File: src/rtl/cc_address_decoder.sv
// cc_address_decoder: Crystal Castles CPU address decoder with chip selects and 1-clk write strobes
//
// Ports:
//   clk, reset_n          10 MHz system clock, asynchronous active-low reset
//   ce2H, ce2Hd           bus-cycle start enable / delayed data-valid enable
//   BA[15:0], BRWn        CPU address and read(1)/write(0)
//   NRn                   active-high ROM space flag (0xA000-0xFFFF)
//   ROM0n..ROM2n, SRAMn, SBUSn, NVRAMn, IN0n, CIOn, UARTn, BITMDn
//                         combinational active-low selects, follow BA at all times
//   HSLDn, VSLDn, INTACKn, WDOGn, OUT0n, OUT1n, CRAMn, XCOORDn, YCOORDn
//                         registered active-low write strobes, one clk wide
//
// Build option: define CC_UART_DECODE_EN to decode UARTn at 0x9C00-0x9C7F;
// otherwise UARTn is tied high and that window decodes to nothing.
module cc_address_decoder (
    input  logic        clk,
    input  logic        reset_n,
    input  logic        ce2H,
    input  logic        ce2Hd,
    input  logic [15:0] BA,
    input  logic        BRWn,
    output logic        NRn,
    output logic        ROM0n,
    output logic        ROM1n,
    output logic        ROM2n,
    output logic        SRAMn,
    output logic        SBUSn,
    output logic        NVRAMn,
    output logic        IN0n,
    output logic        CIOn,
    output logic        UARTn,
    output logic        HSLDn,
    output logic        VSLDn,
    output logic        INTACKn,
    output logic        WDOGn,
    output logic        OUT0n,
    output logic        OUT1n,
    output logic        CRAMn,
    output logic        XCOORDn,
    output logic        YCOORDn,
    output logic        BITMDn
);
    logic       w_ctrl;
    logic [8:0] w_strb_dec;
    logic [8:0] r_strb_n;
    logic       r_armed;
    logic       r_pend;

    assign NRn    = BA[15] & (BA[14] | BA[13]);
    assign ROM0n  = BA[15:13] != 3'b101;
    assign ROM1n  = BA[15:13] != 3'b110;
    assign ROM2n  = BA[15:13] != 3'b111;
    assign SRAMn  = BA[15:12] != 4'h8;
    assign SBUSn  = BA[15:9]  != 7'b1000111;
    assign NVRAMn = BA[15:10] != 6'b100100;
    assign IN0n   = BA[15:10] != 6'b100101;
    assign CIOn   = BA[15:10] != 6'b100110;
    assign BITMDn = BA != 16'h0002;
`ifdef CC_UART_DECODE_EN
    assign UARTn  = BA[15:7] != 9'b1001_1100_0;
`else
    assign UARTn  = 1'b1;
`endif

    // 0x9C00-0x9FFF splits into eight 128-byte slots; slot 0 is the UART, 1..7 are strobes
    assign w_ctrl     = BA[15:10] == 6'b100111;
    assign w_strb_dec = {w_ctrl && BA[9:7] == 3'd1, w_ctrl && BA[9:7] == 3'd2,
                         w_ctrl && BA[9:7] == 3'd3, w_ctrl && BA[9:7] == 3'd4,
                         w_ctrl && BA[9:7] == 3'd5, w_ctrl && BA[9:7] == 3'd6,
                         w_ctrl && BA[9:7] == 3'd7, BA == 16'h0000, BA == 16'h0001};

    assign {HSLDn, VSLDn, INTACKn, WDOGn, OUT0n, OUT1n, CRAMn, XCOORDn, YCOORDn} = r_strb_n;

    // r_armed: a ce2H has been seen and its ce2Hd is awaited; r_pend: that cycle is a write.
    // Strobes default high each clk, so any fired strobe lasts exactly one clk.
    always_ff @(posedge clk or negedge reset_n) begin
        if (!reset_n) begin
            r_armed  <= 1'b0;
            r_pend   <= 1'b0;
            r_strb_n <= '1;
        end else begin
            r_strb_n <= (r_armed && ce2Hd && r_pend) ? ~w_strb_dec : '1;
            r_armed  <= ce2H || (r_armed && !ce2Hd);
            r_pend   <= ce2H ? ~BRWn : r_pend;
        end
    end
endmodule

File: config.mk
export PLATFORM = sky130hd
export DESIGN_NAME = cc_address_decoder
export DESIGN_NICKNAME = d
export VERILOG_FILES = /design/src/rtl/cc_address_decoder.sv
export SDC_FILE = /design/constraint.sdc
export NUM_CORES = 1
export LEC_CHECK = 0
export ABC_AREA = 1
export CAP_MARGIN = 20
export CORE_AREA = 2 2 39 41
export DETAILED_ROUTE_END_ITERATION = 12
export DIE_AREA = 0 0 41 43
export DONT_BUFFER_PORTS = 1
export PLACE_DENSITY = 0.72
export SKIP_LAST_GASP = 1
export SLEW_MARGIN = 0
export SYNTH_ARGS = -nofsm -noshare
export SYNTH_HDL_FRONTEND = slang
export SYNTH_SLANG_ARGS = --single-unit
File: constraint.sdc
create_clock -name clk -period 0.8 [get_ports clk]
set_input_delay 0.08 -clock clk [delete_from_list [all_inputs] [get_ports clk]]
set_output_delay 0.08 -clock clk [all_outputs]
set_load 0.05 [all_outputs]
==> metrics.csv, run 1 <==
stage;metric;value;unit
timing;min_period;1.033;ns
global_route;grt_pass1_wl;2118;µm
floorplan;die_area;1763;µm²
clock_network;cts_buffers;3;
global_route;first_global_vias;529;
critical_path;crit_arrival;0.95;ns
routing;ant_nets;0;
final_layout;multi_input_area;292.8;µm²
final_layout;fillers;119;
timing;max_freq;967.8;MHz
synth;synth_area;596.8;µm²
synth;ys_seq_elements;11;
clock_network;cts_tree;built;
synth;netlist_instances;83;
routing;routed_wl;1324;µm
synth;synthesis.nets;104;
synth;synth_ff_type;dfstp_2;
synth;yosysUniqueCellTypes;14;
final_layout;regArea;286.5;µm²
synth;synth_compound_area_share;1.677;%
critical_path;crit_type;reg2out;
power_and_ir_drop;clockPowerShare;32.6;%
timing;fin_crit_sh;129.2;%
synth;synth_fa_ha_area_share;0;%
power_and_ir_drop;power.switching;0.0003242;W
synth;synth_top_family_by_area;simple AND/OR/NAND/NOR gates;
timing;hold_viol_final;0;
floorplan;ios;41;
routing;drt-initial-drc-count;7;
power_and_ir_drop;p_leak;0.3834;nW
final_layout;diodes;0;
timing;fin_setup_tns;-2.474;ns
synth;avgSynthCellArea;7.191;µm²
status;status;complete, but fails checks;
placed_design;finalWeightedCongestion;0.7289;
routing;vias;594;
critical_path;end_kind;primary output;
synth;async_flop_share;100.0;%
placed_design;portBuffers;0;
critical_path;critPathRequiredTime;0.72;ns
clock_network;cts_buffer_depth;2;
final_layout;syn_to_final_growth;44.03;%
power_and_ir_drop;p_sw_share;27.83;%
placed_design;dpl_worst_slack;-0.03156;ns
global_route;track_usage;17.98;%
synth;synth_commonest_cells;23 x nor2_1, 22 x nand2_1, 10 x inv_1, 9 x dfstp_2, 7 x nand3_1;
power_and_ir_drop;p_comb_share;17.8;%
routing;drt_pre_antenna_iters;4;
timing;setup_violations;16;
power_and_ir_drop;p_int;0.0008408;W
synth;synth_mux_area_share;0;%
final_layout;fin_util;62.12;%
synth;synth-xor-area-share;0;%
final_layout;drive_above_1_share;35.24;%
clock_network;htree_levels;1;
routing;viasPerCell;4.909;
timing;clock_skew;0.0003076;ns
power_and_ir_drop;p_seq_share;49.6;%
synth;synth_area_leaders;dfstp_2 40%, nor2_1 14%, nand2_1 14%;
timing;slew_violations;0;
final_layout;final_nets;127;
run;maxCapViolations;0;
hold_path;hold_class;in2reg;
synth;ys_warn_count;0;
routing;wl_per_cell;10.94;µm
power_and_ir_drop;ir_drop;0.5768;mV
timing;whs;0.005479;ns
clock_network;cts_sinks;11;
global_route;grt_antenna_before_repair;0;
synth;synth_top_cell_by_area;dfstp_2;
routing;drc;0;
placed_design;post-dp-hpwl;1023;µm
floorplan;fp.dieH;43;µm
critical_path;critPathMaxFanout;1;
floorplan;coreArea;1384;µm²
floorplan;die_w;41;µm
global_route;overflow;0;
clock_network;cts-root-buf;clkbuf_4;
global_route;grt_max_degree;12;
power_and_ir_drop;power_density;1355;nW/µm²
synth;yosys.area_share.simple;42.14;%
floorplan;placementRows;14;
status;violations;setup timing;
timing;rsz0062_at_grt;true;
synth;yosys.area.top_type_share;39.62;%
synth;yosysMostFrequentCell;nor2_1;
synth;synth_edf_count;0;
floorplan;start_util;43.13;%
timing;timing.final.ws_setup;-0.2333;ns
final_layout;design_area;859.6;µm²
placed_design;dpl-instance-area;747.0;µm²
synth;seq_area_frac_synth;48.01;%
clock_network;clkTransAtPathRegs;0.07;ns
clock_network;insertion_delay;0.26;ns
critical_path;start_kind;flip-flop;
[cells in the final DEF, fill, tap and decap left out]
master / instances
conb_1: 1
clkbuf_1: 1
nand2_4: 1
nor2_2: 5
buf_12: 3
nand4_1: 2
nand3_1: 5
inv_2: 1
nor2_1: 19
o21ai_0: 1
buf_4: 10
nor2_4: 1
buf_6: 1
o21ai_1: 1
nand3_2: 3
dfstp_2: 9
dfrtp_1: 2
clkbuf_4: 3
inv_1: 9
dlygate4sd3_1: 5
nand3b_1: 1
nand2_1: 21
[through the flow]
| stage | total power, W | std cells |
|---|---|---|
| 2_1_floorplan | 0.0007072 | 83 |
| 3_3_place_gp | 0.0007416 | 110 |
| 3_5_place_dp | 0.0007445 | 110 |
| 4_1_cts | 0.001144 | 120 |
| 5_1_grt | 0.001214 | 121 |
| 6_report | 0.001165 | 121 |
[final cells by class]
type | instances | area share [%]
Multi-Input combinational cell | 61 | 34.06
Sequential cell | 11 | 33.33
Timing Repair Buffer | 19 | 22.85
Inverter | 10 | 4.367
Clock buffer | 4 | 3.057
Tap cell | 16 | 2.329
[repair_timing]
item,4_1_cts,5_1_grt
endpoints found under the setup margin,17,23
resized for setup,0,8
setup buffers,1,1
pin swaps,3,5
hold buffers,5,0
hold endpoints to repair,14,0
[worst register-to-register path: stages (launching register included)]
cell and delay [ns]:
dfrtp_1 0.42, nand4_1 0.18, nor2_1 0.14, nand2_1 0.06
[worst paths after layout]
check | from | to | slack, ns | depth (start not counted)
max in group asynchronous | reset_n | r_strb_n[4] | 0.27 | 1
min | BA[7] | r_strb_n[8] | 0.005 | 3
max | r_strb_n[6] | INTACKn | -0.23 | 0
min reg2reg | r_armed | r_strb_n[1] | 0.64 | 3
max reg2reg | r_pend | r_strb_n[2] | -0.07 | 3
min in group asynchronous | reset_n | r_pend | 0.19 | 1
[layer usage]
metal  vias to the layer above  wire [µm]  global-route usage, %  share of wire, %
met3                         5        154                  5.759                12
met2                        35        661                  27.50                50
met5                         -          0                      0                 0
met1                       258        475                  20.00                36
met4                         0         32                  12.00               2.4
li1                        296          -                      -                 -
[cells by family (layout without fill, tap and decap cells)]
| family | after synthesis | count (layout) |
|---|---|---|
| simple gates | 58 | 58 |
| flops | 11 | 11 |
| buf+inv | 11 | 33 |
| compound gates | 2 | 2 |
| other cells | 1 | 1 |
[flip-flops by register name, summed over array words and instances (netlist names)]
register / flops
r_armed: 1
r_pend: 1
r_strb_n: 9
[power groups by stage]
stage	Combinational (W)	Sequential, W	Clock, W
global placement	0.000159	0.000583	0
finish	0.000207	0.000578	0.000380
floorplan	0.000125	0.000582	0
detailed placement	0.000160	0.000585	0
CTS	0.000196	0.000575	0.000372
global route	0.000226	0.000578	0.000409
Note: power is estimated with default switching activity, not from simulation.
==> run 2, diff against run 1 <==
- ABC_AREA: 1 -> not set
- CORE_AREA: 2 2 39 41 -> not set
- CORE_UTILIZATION: not set -> 25
- DIE_AREA: 0 0 41 43 -> not set
- GPL_ROUTABILITY_DRIVEN: not set -> 0
- PLACE_DENSITY: 0.72 -> 0.5
==> metrics.csv, run 2 <==
stage;metric;value;unit;change
final_layout;drive_above_1_share;47.44;%;+12 points
critical_path;crit_type;in2out;;
synth;ys_warn_count;0;;unchanged
global_route;track_usage;12.12;%;-5.9 points
final_layout;largest_reg_flops;9;;unchanged
synth;synth_fa_ha_area_share;0;%;unchanged
global_route;first_global_vias;495;;-6.4%
timing;rsz0062_at_grt;true;;
timing;min_period;1.141;ns;+0.1076 ns
clock_network;htree_levels;1;;unchanged
routing;wl_per_cell;12.92;µm;+18%
synth;synthesis.nets;75;;-28%
power_and_ir_drop;power;0.001142;W;-1.9%
clock_network;cts_sinks;11;;unchanged
timing;fin_setup_tns;-3.821;ns;-1.347 ns
power_and_ir_drop;p_leak;0.3276;nW;-15%
synth;netlist_instances;54;;-35%
critical_path;end_kind;primary output;;
final_layout;layout_commonest_cell;buf_4;;
routing;routed_wl;1357;µm;+2.5%
routing;viasPerCell;4.762;;-3.0%
floorplan;die_area;2404;µm²;+36%
global_route;grt_util_met3;6.542;%;+0.78 points
synth;avgSynthCellArea;10.24;µm²;+42%
critical_path;critPathMaxFanout;2;;+1
final_layout;fillers;210;;+76%
global_route;gr-usage-met1;10.96;%;-9.0 points
final_layout;diodes;0;;unchanged
timing;slew_violations;0;;unchanged
synth;yosysMostFrequentCell;dfstp_2;;
global_route;grt_antenna_before_repair;0;;unchanged
critical_path;r2r_cells;3;;unchanged
synth;ys_seq_elements;11;;unchanged
run;maxCapViolations;0;;unchanged
global_route;grt_pass1_wl;2201;µm;+3.9%
power_and_ir_drop;ir_drop;0.9921;mV;+72%
synth;synth_edf_count;0;;unchanged
synth;synth_area;553.0;µm²;-7.3%
power_and_ir_drop;power_density;1341;nW/µm²;-1.1%
routing;drc;0;;unchanged
global_route;grt-busiest-layer;met2;;
clock_network;insertion_delay;0.26;ns;about the same
status;status;complete, but fails checks;;
routing;vias;500;;-16%
placed_design;post-dp-hpwl;995;µm;-2.7%
synth;synth_area_leaders;dfstp_2 43%, dfrtp_1 9.0%, nand3b_1 6.8%;;
timing;setup_violations;20;;+4
final_layout;final_nets;100;;-21%
timing;clock_skew;0.005993;ns;+0.005686 ns
routing;drt-initial-drc-count;4;;-3
timing;max_freq;876.5;MHz;-9.4%
synth;yosysUniqueCellTypes;27;;+13
synth;synth_compound_area_share;2.262;%;+0.59 points
clock_network;cts-root-buf;clkbuf_4;;
global_route;use_met2;23.15;%;-4.4 points
floorplan;die_w;49.04;µm;+20%
final_layout;largest-register;r_strb_n;;
synth;synth_commonest_cells;9 x dfstp_2, 6 x nor2_1, 5 x nand3b_1, 4 x nand3_1;;
synth;synth_top_family_by_area;simple AND/OR/NAND/NOR gates;;
hold_path;hold_class;in2reg;;
placed_design;portBuffers;0;;unchanged
floorplan;start_util;27.35;%;-16 points
synth;async_flop_share;100.0;%;unchanged
synth;synth-xor-area-share;0;%;unchanged
global_route;overflow;0;;unchanged
final_layout;final_cell_mix;10 x buf_4, 9 x dlygate4sd3_1, 9 x dfstp_2;;
synth;synth_mux_area_share;0;%;unchanged
routing;ant_nets;0;;unchanged
floorplan;placementRows;16;;+2
hold_path;whs_path_depth;2;;-1
clock_network;cts_buffer_depth;2;;unchanged
global_route;grt_max_degree;12;;unchanged
timing;fin_crit_sh;142.6;%;+13 points
timing;timing.final.ws_setup;-0.3409;ns;-0.1076 ns
synth;yosys.area_share.simple;41.63;%;-0.51 points
status;violations;setup timing;;
final_layout;top_regs;r_strb_n: 9 flops, r_armed: 1 flops, r_pend: 1 flops;;
clock_network;cts_tree;built;;
synth;synth_ff_type;dfstp_2;;
critical_path;critPathRequiredTime;0.72;ns;about the same
timing;hold_viol_final;0;;unchanged
clock_network;cts_buffers;3;;unchanged
floorplan;coreArea;2022;µm²;+46%
clock_network;clkTransAtPathRegs;0.07;ns;about the same
routing;drt_pre_antenna_iters;4;;unchanged
synth;yosys.area.top_type_share;42.76;%;+3.1 points
floorplan;fp.dieH;49.04;µm;+14%
critical_path;start_kind;input port;;
critical_path;crit_arrival;1.06;ns;+0.11 ns
floorplan;ios;41;;unchanged
synth;seq_area_frac_synth;51.81;%;+3.8 points
final_layout;syn_to_final_growth;54.07;%;
synth;synth_top_cell_by_area;dfstp_2;;
[run 2: worst paths after layout]
check	start	end	slack, ns
min reg2reg	r_armed	r_armed	0.58
max	BA[4]	BITMDn	-0.34
min in group asynchronous	reset_n	r_armed	0.21
min	BA[8]	r_strb_n[7]	0.03
max in group asynchronous	reset_n	r_strb_n[1]	0.24
max reg2reg	r_armed	r_strb_n[6]	-0.21
[run 2: cell type report]
cell class	count	area (µm²)	share of cell area (%)
inverter	1	3.754	0.4405
sequential	11	286.5	33.63
multi-input combinational	39	282.8	33.19
tap	27	33.78	3.965
timing repair buffer	23	219.0	25.70
clock buffer	4	26.28	3.084
[run 2: kinds of logic (layout without fill, tap and decap cells)]
group                  count (synthesis)  after routing
AND/OR/NAND/NOR                       36             36
flip-flops                            11             11
buffers and inverters                  4             28
AO/OA/AOI/OAI                          2              2
other                                  1              1
[run 2: what timing repair did]
item,4_1_cts,5_1_grt
pin swaps,3,3
setup endpoints to repair,21,22
endpoints found under the hold margin,21,0
cloned,0,0
buffers inserted,2,2
gates resized for setup,9,0
hold buffers,9,0
[run 2: per-layer routing]
layer,vias up,wire length (µm)
met5,-,0
met4,0,6
met3,2,94
met2,14,755
met1,241,501
li1,243,-
[run 2: critical path: stages]
cell and delay, ns:
or4_4 0.51, and2b_2 0.22, nand4_1 0.08, buf_6 0.17
[run 2: where the power goes]
part	total [W]	switching [W]	internal, W
clock	0.000360	0.000167	0.000192
combinational	0.000211	0.000111	0.000100
sequential	0.000572	0.00000480	0.000567
total	0.00114	0.000283	0.000860
[run 2: metrics by stage]
step           std cells  hold WS [ns]  setup WS (ns)  instance area [µm²]  utilization [%]
6_report             105       0.03332        -0.3409                852.1            42.14
5_1_grt              105       0.02134        -0.3908                852.1            42.14
4_1_cts              104       0.01997        -0.3441                848.3            41.96
3_5_place_dp          89       -0.2152        -0.3699                688.2            34.03
3_3_place_gp          89       -0.2152        -0.3645                688.2            34.03
2_1_floorplan         54       -0.2156        -0.5484                581.8                -
